<file path="src/rtl/uart_pkg.sv">
// Shared definitions for the oversampling UART blocks: parity modes, receiver
// state encoding and elaboration-time helpers for divider and counter sizing.
package uart_pkg;

    localparam int UART_CHECK_NONE = 0;
    localparam int UART_CHECK_ODD  = 1;
    localparam int UART_CHECK_EVEN = 2;

    typedef enum logic [2:0] {
        ST_IDLE,
        ST_START,
        ST_DATA,
        ST_PARITY,
        ST_STOP
    } rx_state_t;

    // Rounded clocks-per-sample-tick, never below one.
    function automatic int calc_div(input int sys_clk, input int baud, input int os);
        int den;
        int div;
        den = baud * os;
        div = (sys_clk + den / 2) / den;
        return (div < 1) ? 1 : div;
    endfunction

    // Bits needed to count 0..n-1, at least one.
    function automatic int cnt_width(input int n);
        return (n < 2) ? 1 : $clog2(n);
    endfunction

endpackage

</file>
<file path="src/rtl/uart_baud_tick.sv">
// Sample-tick generator: one-cycle pulse every D clocks, held in phase reset
// while i_clr is high so the first tick lands D clocks after clear releases.
module uart_baud_tick
    import uart_pkg::*;
#(
    parameter int P_SYSTEM_CLK    = 50_000_000,
    parameter int P_UART_BAUDRATE = 115200,
    parameter int P_OVERSAMPLE    = 16
) (
    input  logic i_clk,
    input  logic i_rst,
    input  logic i_clr,
    output logic o_tick
);

    localparam int DIV = calc_div(P_SYSTEM_CLK, P_UART_BAUDRATE, P_OVERSAMPLE);
    localparam int CW  = cnt_width(DIV);
    localparam logic [CW-1:0] CNT_LAST = CW'(DIV - 1);

    logic [CW-1:0] cnt_reg;
    logic          tick_reg;

    always_ff @(posedge i_clk or posedge i_rst) begin
        if (i_rst) begin
            cnt_reg  <= '0;
            tick_reg <= 1'b0;
        end else if (i_clr) begin
            cnt_reg  <= '0;
            tick_reg <= 1'b0;
        end else if (cnt_reg == CNT_LAST) begin
            cnt_reg  <= '0;
            tick_reg <= 1'b1;
        end else begin
            cnt_reg  <= cnt_reg + 1'b1;
            tick_reg <= 1'b0;
        end
    end

    assign o_tick = tick_reg;

endmodule

</file>
<file path="src/rtl/uart_rx_os.sv">
// Oversampling UART receiver: majority vote of three centre samples per bit,
// configurable data/stop/parity, false-start rejection, parity/framing errors.
module uart_rx_os
    import uart_pkg::*;
#(
    parameter int P_SYSTEM_CLK      = 50_000_000,
    parameter int P_UART_BAUDRATE   = 115200,
    parameter int P_OVERSAMPLE      = 16,
    parameter int P_UART_DATA_WIDTH = 8,
    parameter int P_UART_STOP_WIDTH = 1,
    parameter int P_UART_CHECK      = 0
) (
    input  logic                         i_clk,
    input  logic                         i_rst,
    input  logic                         i_uart_rx,
    output logic [P_UART_DATA_WIDTH-1:0] o_user_rx_data,
    output logic                         o_user_rx_valid,
    output logic                         o_user_rx_parity_err,
    output logic                         o_user_rx_frame_err,
    output logic                         o_rx_busy
);

    localparam int W  = P_UART_DATA_WIDTH;
    localparam int SW = cnt_width(P_OVERSAMPLE);
    localparam int BW = cnt_width(W);

    localparam logic [SW-1:0] S_LAST = SW'(P_OVERSAMPLE - 1);
    localparam logic [SW-1:0] S_A    = SW'(P_OVERSAMPLE / 2 - 1);
    localparam logic [SW-1:0] S_B    = SW'(P_OVERSAMPLE / 2);
    localparam logic [SW-1:0] S_C    = SW'(P_OVERSAMPLE / 2 + 1);
    localparam logic [BW-1:0] BIT_LAST  = BW'(W - 1);
    localparam logic          STOP_LAST = (P_UART_STOP_WIDTH == 2);
    localparam logic          PAR_ODD   = (P_UART_CHECK == UART_CHECK_ODD);
    localparam bit            HAS_PAR   = (P_UART_CHECK != UART_CHECK_NONE);

    logic [1:0]    sync_reg;
    logic          rx_s;
    logic          tick;
    rx_state_t     state_reg;
    logic [SW-1:0] s_reg;
    logic [SW-1:0] s_next;
    logic          samp_a_reg;
    logic          samp_b_reg;
    logic          maj;
    logic          decide;
    logic          wrap;
    logic [BW-1:0] bit_cnt_reg;
    logic          stop_cnt_reg;
    logic [W-1:0]  shift_reg;
    logic          par_acc_reg;
    logic          perr_pend_reg;
    logic          ferr_pend_reg;
    logic [W-1:0]  data_reg;
    logic          valid_reg;
    logic          perr_reg;
    logic          ferr_reg;

    // Idle-high reset keeps reset release from looking like a start edge.
    always_ff @(posedge i_clk or posedge i_rst) begin
        if (i_rst) begin
            sync_reg <= 2'b11;
        end else begin
            sync_reg <= {sync_reg[0], i_uart_rx};
        end
    end

    assign rx_s = sync_reg[1];

    uart_baud_tick #(
        .P_SYSTEM_CLK    (P_SYSTEM_CLK),
        .P_UART_BAUDRATE (P_UART_BAUDRATE),
        .P_OVERSAMPLE    (P_OVERSAMPLE)
    ) u_baud_tick (
        .i_clk  (i_clk),
        .i_rst  (i_rst),
        .i_clr  (state_reg == ST_IDLE),
        .o_tick (tick)
    );

    // s_next is the sample index a tick moves into; votes key off that index.
    always_comb begin
        s_next = s_reg;
        if (s_reg == S_LAST) begin
            s_next = '0;
        end else begin
            s_next = s_reg + 1'b1;
        end
    end

    assign decide = tick && (s_next == S_C);
    assign wrap   = tick && (s_reg == S_LAST);
    assign maj    = (samp_a_reg & samp_b_reg) | (samp_a_reg & rx_s) | (samp_b_reg & rx_s);

    always_ff @(posedge i_clk or posedge i_rst) begin
        if (i_rst) begin
            state_reg     <= ST_IDLE;
            s_reg         <= '0;
            samp_a_reg    <= 1'b1;
            samp_b_reg    <= 1'b1;
            bit_cnt_reg   <= '0;
            stop_cnt_reg  <= 1'b0;
            shift_reg     <= '0;
            par_acc_reg   <= 1'b0;
            perr_pend_reg <= 1'b0;
            ferr_pend_reg <= 1'b0;
            data_reg      <= '0;
            valid_reg     <= 1'b0;
            perr_reg      <= 1'b0;
            ferr_reg      <= 1'b0;
        end else begin
            valid_reg <= 1'b0;
            if (tick) begin
                s_reg <= s_next;
                if (s_next == S_A) samp_a_reg <= rx_s;
                if (s_next == S_B) samp_b_reg <= rx_s;
            end
            case (state_reg)
                ST_IDLE: begin
                    if (!rx_s) begin
                        state_reg     <= ST_START;
                        s_reg         <= '0;
                        bit_cnt_reg   <= '0;
                        stop_cnt_reg  <= 1'b0;
                        par_acc_reg   <= 1'b0;
                        perr_pend_reg <= 1'b0;
                        ferr_pend_reg <= 1'b0;
                    end
                end
                ST_START: begin
                    if (decide && maj) begin
                        state_reg <= ST_IDLE;
                    end else if (wrap) begin
                        state_reg <= ST_DATA;
                    end
                end
                ST_DATA: begin
                    if (decide) begin
                        shift_reg   <= {maj, shift_reg[W-1:1]};
                        par_acc_reg <= par_acc_reg ^ maj;
                    end
                    if (wrap) begin
                        if (bit_cnt_reg == BIT_LAST) begin
                            state_reg <= HAS_PAR ? ST_PARITY : ST_STOP;
                        end else begin
                            bit_cnt_reg <= bit_cnt_reg + 1'b1;
                        end
                    end
                end
                ST_PARITY: begin
                    if (decide) begin
                        perr_pend_reg <= ((par_acc_reg ^ maj) != PAR_ODD);
                    end
                    if (wrap) begin
                        state_reg <= ST_STOP;
                    end
                end
                ST_STOP: begin
                    // Complete at the last stop bit's centre for half-bit resync margin.
                    if (decide) begin
                        if (stop_cnt_reg == STOP_LAST) begin
                            data_reg  <= shift_reg;
                            perr_reg  <= perr_pend_reg;
                            ferr_reg  <= ferr_pend_reg | ~maj;
                            valid_reg <= 1'b1;
                            state_reg <= ST_IDLE;
                        end else begin
                            ferr_pend_reg <= ferr_pend_reg | ~maj;
                        end
                    end else if (wrap) begin
                        stop_cnt_reg <= ~stop_cnt_reg;
                    end
                end
                default: begin
                    state_reg <= ST_IDLE;
                end
            endcase
        end
    end

    assign o_user_rx_data       = data_reg;
    assign o_user_rx_valid      = valid_reg;
    assign o_user_rx_parity_err = perr_reg;
    assign o_user_rx_frame_err  = ferr_reg;
    assign o_rx_busy            = (state_reg != ST_IDLE);

endmodule

</file>
<file path="config.mk">
export PLATFORM = sky130hd
export DESIGN_NAME = uart_rx_os
export DESIGN_NICKNAME = d
export VERILOG_FILES = /design/src/rtl/uart_pkg.sv /design/src/rtl/uart_baud_tick.sv /design/src/rtl/uart_rx_os.sv
export SDC_FILE = /design/constraint.sdc
export NUM_CORES = 1
export LEC_CHECK = 0
export ABC_AREA = 1
export CORE_MARGIN = 1
export CORE_UTILIZATION = 59
export DETAILED_ROUTE_END_ITERATION = 16
export DONT_BUFFER_PORTS = 1
export PLACE_DENSITY = 0.86
export SLEW_MARGIN = 5
export SYNTH_ARGS = -nofsm -noshare
export SYNTH_HDL_FRONTEND = slang
export SYNTH_HIERARCHICAL = 1
export SYNTH_SLANG_ARGS = --single-unit
</file>
<file path="constraint.sdc">
create_clock -name i_clk -period 3.82 [get_ports i_clk]
set_input_delay 1.146 -clock i_clk [delete_from_list [all_inputs] [get_ports i_clk]]
set_output_delay 1.146 -clock i_clk [all_outputs]
set_load 0.01 [all_outputs]
</file>
# Word level (Yosys, flattened, before mapping)
# Cells that the tools add are included.
[word_totals] ff_bits=43 inputBits=3 output_inout_bits=12
[op_classes] n_addsub=3 eq_ne=23 n_mux=34 bitwise=9 reduce_logical=18
[op_table] cell="2-to-1 mux 3 bit" n=11
[op_table] cell="!= test 2 bit (second input constant)" n=12
[op_table] cell="2-to-1 mux 4 bit" n=4
[op_table] cell="one-hot mux 3 bit (5 select lines)" n=1
[op_table] cell="equality test 4 bit (second input constant)" n=3
[op_table] cell="AND reduction 4 bit" n=3
[op_table] cell="2-to-1 mux 1 bit" n=11
[op_table] cell="2-to-1 mux 5 bit" n=2
[op_table] cell="AND reduction 3 bit" n=3
[op_table] cell="one-hot mux 1 bit (2 select lines)" n=4
[op_table] cell="AND reduction 7 bit" n=1
[op_table] cell="equality test 3 x 2 -> 1 bit (second input constant)" n=2
[op_table] cell="equality test 3 bit (second input constant)" n=2
[op_table] cell="one-hot mux 3 bit (2 select lines)" n=1
[op_table] cell="AND reduction 2 bit" n=3
[op_table] cell="nonzero test 2 bit" n=3
[op_table] cell="adder 5 x 1 -> 5 bit (second input constant)" n=1
[op_table] cell="equality test 5 bit (second input constant)" n=1
[op_table] cell="adder 4 x 1 -> 4 bit (second input constant)" n=1
[op_table] cell="equality test 4 x 3 -> 1 bit (second input constant)" n=1
[op_table] cell="adder 3 x 1 -> 3 bit (second input constant)" n=1
[op_table] cell="bitwise AND 1 bit" n=3
[op_table] cell="equality test 3 x 1 -> 1 bit (second input constant)" n=1
[op_table] cell="logical AND 1 bit" n=3
[op_table] cell="6 further kinds" n=9

# Longest topological paths before layout
[logic_depth] ltp_word=8 depth_mapped=11 mapped_depth_nobuf=11

# Hierarchy
# Netlist, hierarchy kept.
[by_module_without_submodules] module="uart_rx_os" n_inst=1 cells_each=208 area_per_inst_um2=1836.8 seq_area_each_um2=930.9
[by_module_without_submodules] module="uart_baud_tick" n_inst=1 cells_each=33 area_per_inst_um2=287.8 seq_area_each_um2=150.1

# Worst setup path after synthesis
# OpenSTA, ideal clock, no wires.
[synth_path] kind="register -> output" start="register state_reg[0]" end="output port o_rx_busy" arrival_time_ps=650 t_required_ps=2674 path_slack_ps=2024 path_stages_with_launch=3 path_buffers=0 path_cell_list="dfrtp_1 -> inv_1 -> nand3_2"
[synth_via] elab_chain_len=1
[synth_rtl] element="from (decl)" line="uart_rx_os.sv:39" source="rx_state_t state_reg;"
[synth_rtl] element="from (signal assigned)" line="uart_rx_os.sv:143" source="state_reg <= HAS_PAR ? ST_PARITY : ST_STOP;"
[synth_rtl] element="nonzero test 3 bit" line="uart_rx_os.sv:184" source="assign o_rx_busy = (state_reg != ST_IDLE);"
[synth_rtl] element="to (decl)" line="uart_rx_os.sv:20" source="output logic o_rx_busy"
# No other way between the ends.

# Worst setup path after layout
[layout_path] start="register state_reg[2]" end="output port o_rx_busy"
# The elaborated chain is that of the path after synthesis.

==> summary.txt <==
Run
  • Max-cap violations: 0

Setup path
  • CP endpoint kind: primary output
  • Crit path kind: register to primary output
  • Worst Setup Start Kind: register
  • Critical path data required time: 2.67 ns
  • Maximum net fanout on the critical path: 6
  • WP data arrival: about 1.1 ns

STA
  • Setup Viol. Count Final: 0
  • Clock skew: roughly 0.011 ns
  • Max-slew headroom: 67.99%
  • Worst Tran Pin Value: between 0.4 and 0.5 ns
  • Post-route minimum period: 2.275 ns
  • Setup TNS: 0 ns
  • Max Fclk: approximately 0.44 GHz
  • Final worst slack: roughly 1.5 ns
  • RSZ-0062 raised after global routing: false
  • Fin crit share: between 50 and 60%
  • Final hold violation count: 0
  • Final slew viol count: 0

Routing
  • Final wirelength: 3.567 mm
  • WL/cell: around 12 um
  • TritonRoute pass-1 iters: 4
  • DR iter-0 viols: 82
  • DRC: 0
  • Drt via density: around 5.2
  • Vias: 1530
  • DRT antenna net count: 0

Status
  • Outcome: completed

Pwr
  • Switching share of power: between 20% and 30%
  • Power share of the clock group: between 30% and 40%
  • P per Cell Area: 315.3 nW/um^2
  • Sequential Power Share: between 60% and 70%
  • Gate power share: under 10%
  • VDD IR max: about 0.00022 V
  • Leak: 1.105 nW
  • Internal power: approximately 550 uW
  • Sw power: 153.9 uW

Synth
  • Post-Syn Nets: approximately 250
  • Register bit total from synthesis: 43
  • Mapped Area: around 2100 sq um
  • Mean area per synthesized cell: 8.816 sq um
  • Sequential share of the synthesized area: approximately half
  • YS warnings: 6
  • Post-Syn Instances: approximately 240
  • Synth unique cells: 29

Floorplan
  • Die Ht: 62.01 um
  • Chip width: 62.01 um
  • Initial Util: between 60 and 70%
  • Rows: 21
  • Die area: between 3000 and 4000 sq um
  • IO Pins: 15
  • Core area: around 3400 sq um

Cells and area
  • Post-route cell area: 2231 sq um
  • Antenna Cells: 0
  • Fill cells: roughly 260
  • Share of layout cells above drive strength 1: roughly 14%
  • # nets final: around 260
  • Fin util: between 60% and 70%
  • Layout area overhead: 5.006%

GRT
  • Vias in the first global route: ~1400
  • Largest net degree at the start of global routing: 38
  • Wire length of the first global-routing pass: 6.016 mm
  • Initial antenna violation count: 0
  • Grt total ovfl: 0
  • Gr usage total: ~22%

Clock network
  • H-tree depth: 2
  • Worst-path clk slew: between 0.1 and 0.15 ns
  • Hold buffers post-CTS: 0
  • CTS buffer count: 5
  • Root buf cell: clkbuf_4
  • Post-CTS Setup Repair Bufs: 0
  • Clk buf depth: 2
  • CTS tree: done
  • CTS sink count: 43
  • Clk_lat worst skew: roughly 0.36 ns
  • Resized Gates After CTS: 0

Place
  • Port Buffers: 0
  • Final HPWL DP: ~2.6 mm
  • Placed Area: about 2200 sq um
  • Placer congestion estimate: between 0.9 and 1
  • Post-place setup slack: around 2.0 ns

Min path
  • Hold crit path type: register to register
## stage by stage
stage / hold slack [ns] / power, mW / std cells
finish: 0.3629 / 0.7034 / 294
CTS: 0.3651 / 0.7157 / 294
global route: 0.3665 / 0.7335 / 294
global placement: 0.3452 / 0.4767 / 286
detailed placement: 0.3469 / 0.4771 / 286
floorplan: 0.3452 / 0.4733 / 241
## cell type report
cell class / instances / area, sq um / share of cell area, %
Sequential cell: 43 / 1081 / 48.46
Multi-Input combinational cell: 154 / 863.3 / 38.70
Inverter: 42 / 157.7 / 7.067
Tap cell: 46 / 57.56 / 2.580
Clock buffer: 7 / 55.05 / 2.468
Clock inverter: 1 / 8.758 / 0.3926
Timing Repair Buffer: 1 / 7.507 / 0.3365
## final timing paths
| kind | cells after the start | endpoint | start | slack [ns] |
|---|---|---|---|---|
| max in group asynchronous | 2 | sync_reg[0] | i_rst | 2.71 |
| setup / recovery | 2 | o_rx_busy | state_reg[2] | 1.55 |
| setup reg to reg | 10 | state_reg[1] | s_reg[0] | 1.93 |
| min in group asynchronous | 1 | u_baud_tick/cnt_reg[3] | i_rst | 0.57 |
| hold / removal | 0 | sync_reg[1] | sync_reg[0] | 0.36 |
| hold reg to reg | 0 | sync_reg[1] | sync_reg[0] | 0.36 |
## logic make-up (layout without fill, tap and decap cells)
family / count (synthesis) / after routing / share of synthesized area, %
AOI/OAI and AO/OA: 36 / 36 / 11.25
xor gates and xnor gates: 3 / 3 / 1.237
adders and majority gates: 8 / 8 / 4.712
buffers and inverters: 44 / 51 / 8.480
DFF: 43 / 43 / 50.88
and+or+nand+nor: 107 / 107 / 23.44
## worst max-delay path, stage by stage, from the launching register on
cell     delay (ns)
dfrtp_1        0.44
inv_1          0.15
nand3_2        0.18
## synth_stat cells
library cell	number	area (sq um)
a211oi_1	1	7.510
a21oi_1	1	5.000
a21oi_2	1	8.760
a21oi_4	1	16.27
buf_6	2	22.52
dfrtp_1	39	975.9
dfstp_2	4	105.1
ha_1	8	100.1
inv_1	41	153.9
inv_2	1	3.750
nand2_1	57	214.0
nand2_2	4	25.02
nand2_4	1	11.26
nand3_1	12	60.06
nand3_2	1	10.01
nand3_4	1	17.52
nand4_1	6	37.54
nor2_1	18	67.56
nor2_2	2	12.51
nor2_4	2	22.52
nor3_1	2	10.01
nor3_2	1	10.01
o211ai_1	2	15.01
o21a_1	1	7.510
o21ai_0	20	100.1
o21ai_2	8	70.07
o2bb2ai_1	1	8.760
xnor2_1	2	17.52
xor2_1	1	8.760
## power groups by stage
stage | Sequential [mW] | Combinational (mW) | Clock [mW]
2_1_floorplan | 0.466 | 0.00727 | 0
3_3_place_gp | 0.466 | 0.0106 | 0
3_5_place_dp | 0.466 | 0.0109 | 0
4_1_cts | 0.458 | 0.0108 | 0.247
5_1_grt | 0.458 | 0.0125 | 0.263
6_report | 0.458 | 0.00988 | 0.236
## metal layers
layer  part of all wire, %  wire, um  GRT usage, %  vias up
met3                   5.1       182         6.418        7
met4                   2.4        85         10.16        0
met5                     0         0             0        -
li1                      -         -             -      770
met1                    44      1576         27.94      712
met2                    48      1722         35.41       41
## cell usage in the layout, fill, tap and decap left out, types with 2 or more instances in the layout
cell type and count:
nand3_1 12, dfrtp_1 39, inv_1 41, nor2_1 18, nor3_1 2, nor2_2 2, o211ai_1 2, ha_1 8
o21ai_2 8, xnor2_1 2, dfstp_2 4, nand4_1 6, nand2_1 57, nor2_4 2, nand2_2 4, o21ai_0 20
clkbuf_4 5
Power figures use the tool's default switching activity.
==> variant: new RTL, config.mk and constraints unchanged <==
Encoding of `rx_state_t`: now Gray code (3 bits for 5 states).
--- a/src/rtl/uart_pkg.sv
+++ b/src/rtl/uart_pkg.sv
@@ -9,7 +9,7 @@
     typedef enum logic [2:0] {
-        ST_IDLE,
-        ST_START,
-        ST_DATA,
-        ST_PARITY,
-        ST_STOP
+        ST_IDLE   = 3'b000,
+        ST_START  = 3'b001,
+        ST_DATA   = 3'b011,
+        ST_PARITY = 3'b010,
+        ST_STOP   = 3'b110
     } rx_state_t;
Behaviour: no difference found for any inputs over 10 cycles, from zero or initial values and one cycle with i_rst high; not proved beyond that.
==> variant against the original RTL <==
  * Sequential cell count unchanged
  * Power grew 15%
  * Setup slack got worse by 0.019 ns
  * Wire length increased by 2.1%
  * Design area up 2.3%
  * Count of clock-buffer cells in the layout is 1 lower
  * Non-clock buffer count is the same
  * Synthesized area grew 0.77%
  * Highest routed layer unchanged
==> variant: results (changes against the original RTL) <==
- Routed met3 length: 162 um (was 182 um)
- Initial DRC Count: 112 (was 82)
- Synth Net Count: 257 (was 252)
- Max IR drop VDD: 0.309 mV (was 0.218 mV)
- Detailed placer's ending HPWL: 2530 um (was 2640 um)
- Fraction of area in multi-input gates: 39.0% (was 38.7%)
- Synth unique cells: 31 (was 29)
- Top area cells in the synthesized netlist: dfrtp_1 46%, nand2_1 8.2%, inv_1 6.0% (was dfrtp_1 46%, nand2_1 10%, inv_1 7.2%)
- Seq/Total Area, Yosys: 50.5% (was 50.9%)
- Clk cell area share: 4.44% (was 2.86%)
- Met2 usage: 37.4% (was 35.4%)
- Drt wl/cell: 12.2 um (was 12.1 um)
- Total wire length: 3640 um (was 3570 um)
- Synth top cells by count: 47 x nand2_1, 39 x dfrtp_1, 34 x inv_1 (was 57 x nand2_1, 41 x inv_1, 39 x dfrtp_1)
- Post-Synth Adder-Cell Area: 4.68% (was 4.71%)
- Clock skew: 0.00737 ns (was 0.0110 ns)
- Multi-In Gates: 162 (was 154)
- GRT Total Usage: 22.3% (was 22.2%)
- Global-route wire length before repair: 6800 um (was 6020 um)
- GRT met1 Usage: 27.2% (was 27.9%)
- # placed instances: 290 (was 286)
- Layout cells sized above 1: 14.7% (was 14.1%)
- Worst slew pin tran: 0.464 ns (was 0.480 ns)
- Flop2flop setup slack: 1.85 ns (was 1.93 ns)
- Inverters: 38 (was 42)
- Pleak: 1.15 nW (was 1.11 nW)
- Multi-input gate area: 891 um2 (was 863 um2)
- Clk_buf instances: 6 (was 7)
- CP Max Fanout: 7 (was 6)
- Compound-gate portion of the synthesized area: 9.18% (was 11.2%)
- Worst Slack Setup Final: 1.53 ns (was 1.55 ns)
- Syn Inst Count: 246 (was 241)
- Vias per inst: 5.23 (was 5.20)
- Worst EP arrival: 1.15 ns (was 1.13 ns)
- Worst-Skew Late Latency: 0.34 ns (was 0.36 ns)
- Metal-1 WL: 1610 um (was 1580 um)
- R2r endpoint: state_reg[2]$_DFFE_PP0P_ (was state_reg[1]$_DFFE_PP0P_)
- M3 GR Usage: 5.70% (was 6.42%)
- Status: finished, final reports clean (unchanged)
## variant: cell count changes after synthesis, sizes merged, moves of 2 or more
cell	unedited run	this run
nor3	3	5
o21ai	28	22
inv	42	37
a21oi	3	12
nand2	62	57
nor2	22	29
## variant: worst max-delay path by stage
stage                                       endpoint  depth (start not counted)                startpoint
after CTS                                  o_rx_busy                          2  state_reg[2]$_DFFE_PP0P_
after global routing                       o_rx_busy                          2  state_reg[2]$_DFFE_PP0P_
final                                      o_rx_busy                          2  state_reg[2]$_DFFE_PP0P_
after detailed placement                   o_rx_busy                          2  state_reg[2]$_DFFE_PP0P_
after floorplan           bit_cnt_reg[0]$_DFFE_PP0P_                          1                     i_rst
after global placement                     o_rx_busy                          2  state_reg[2]$_DFFE_PP0P_
## variant: power breakdown
part           total (mW)  switching [mW]  internal, mW
clock               0.343           0.139         0.204
sequential          0.457        0.000257         0.457
combinational      0.0101         0.00918      0.000962
## variant: worst max-delay path: stages, from the launching register on
cell     delay [ns]
dfrtp_1        0.50
nor2_2         0.19
nand2_2        0.12
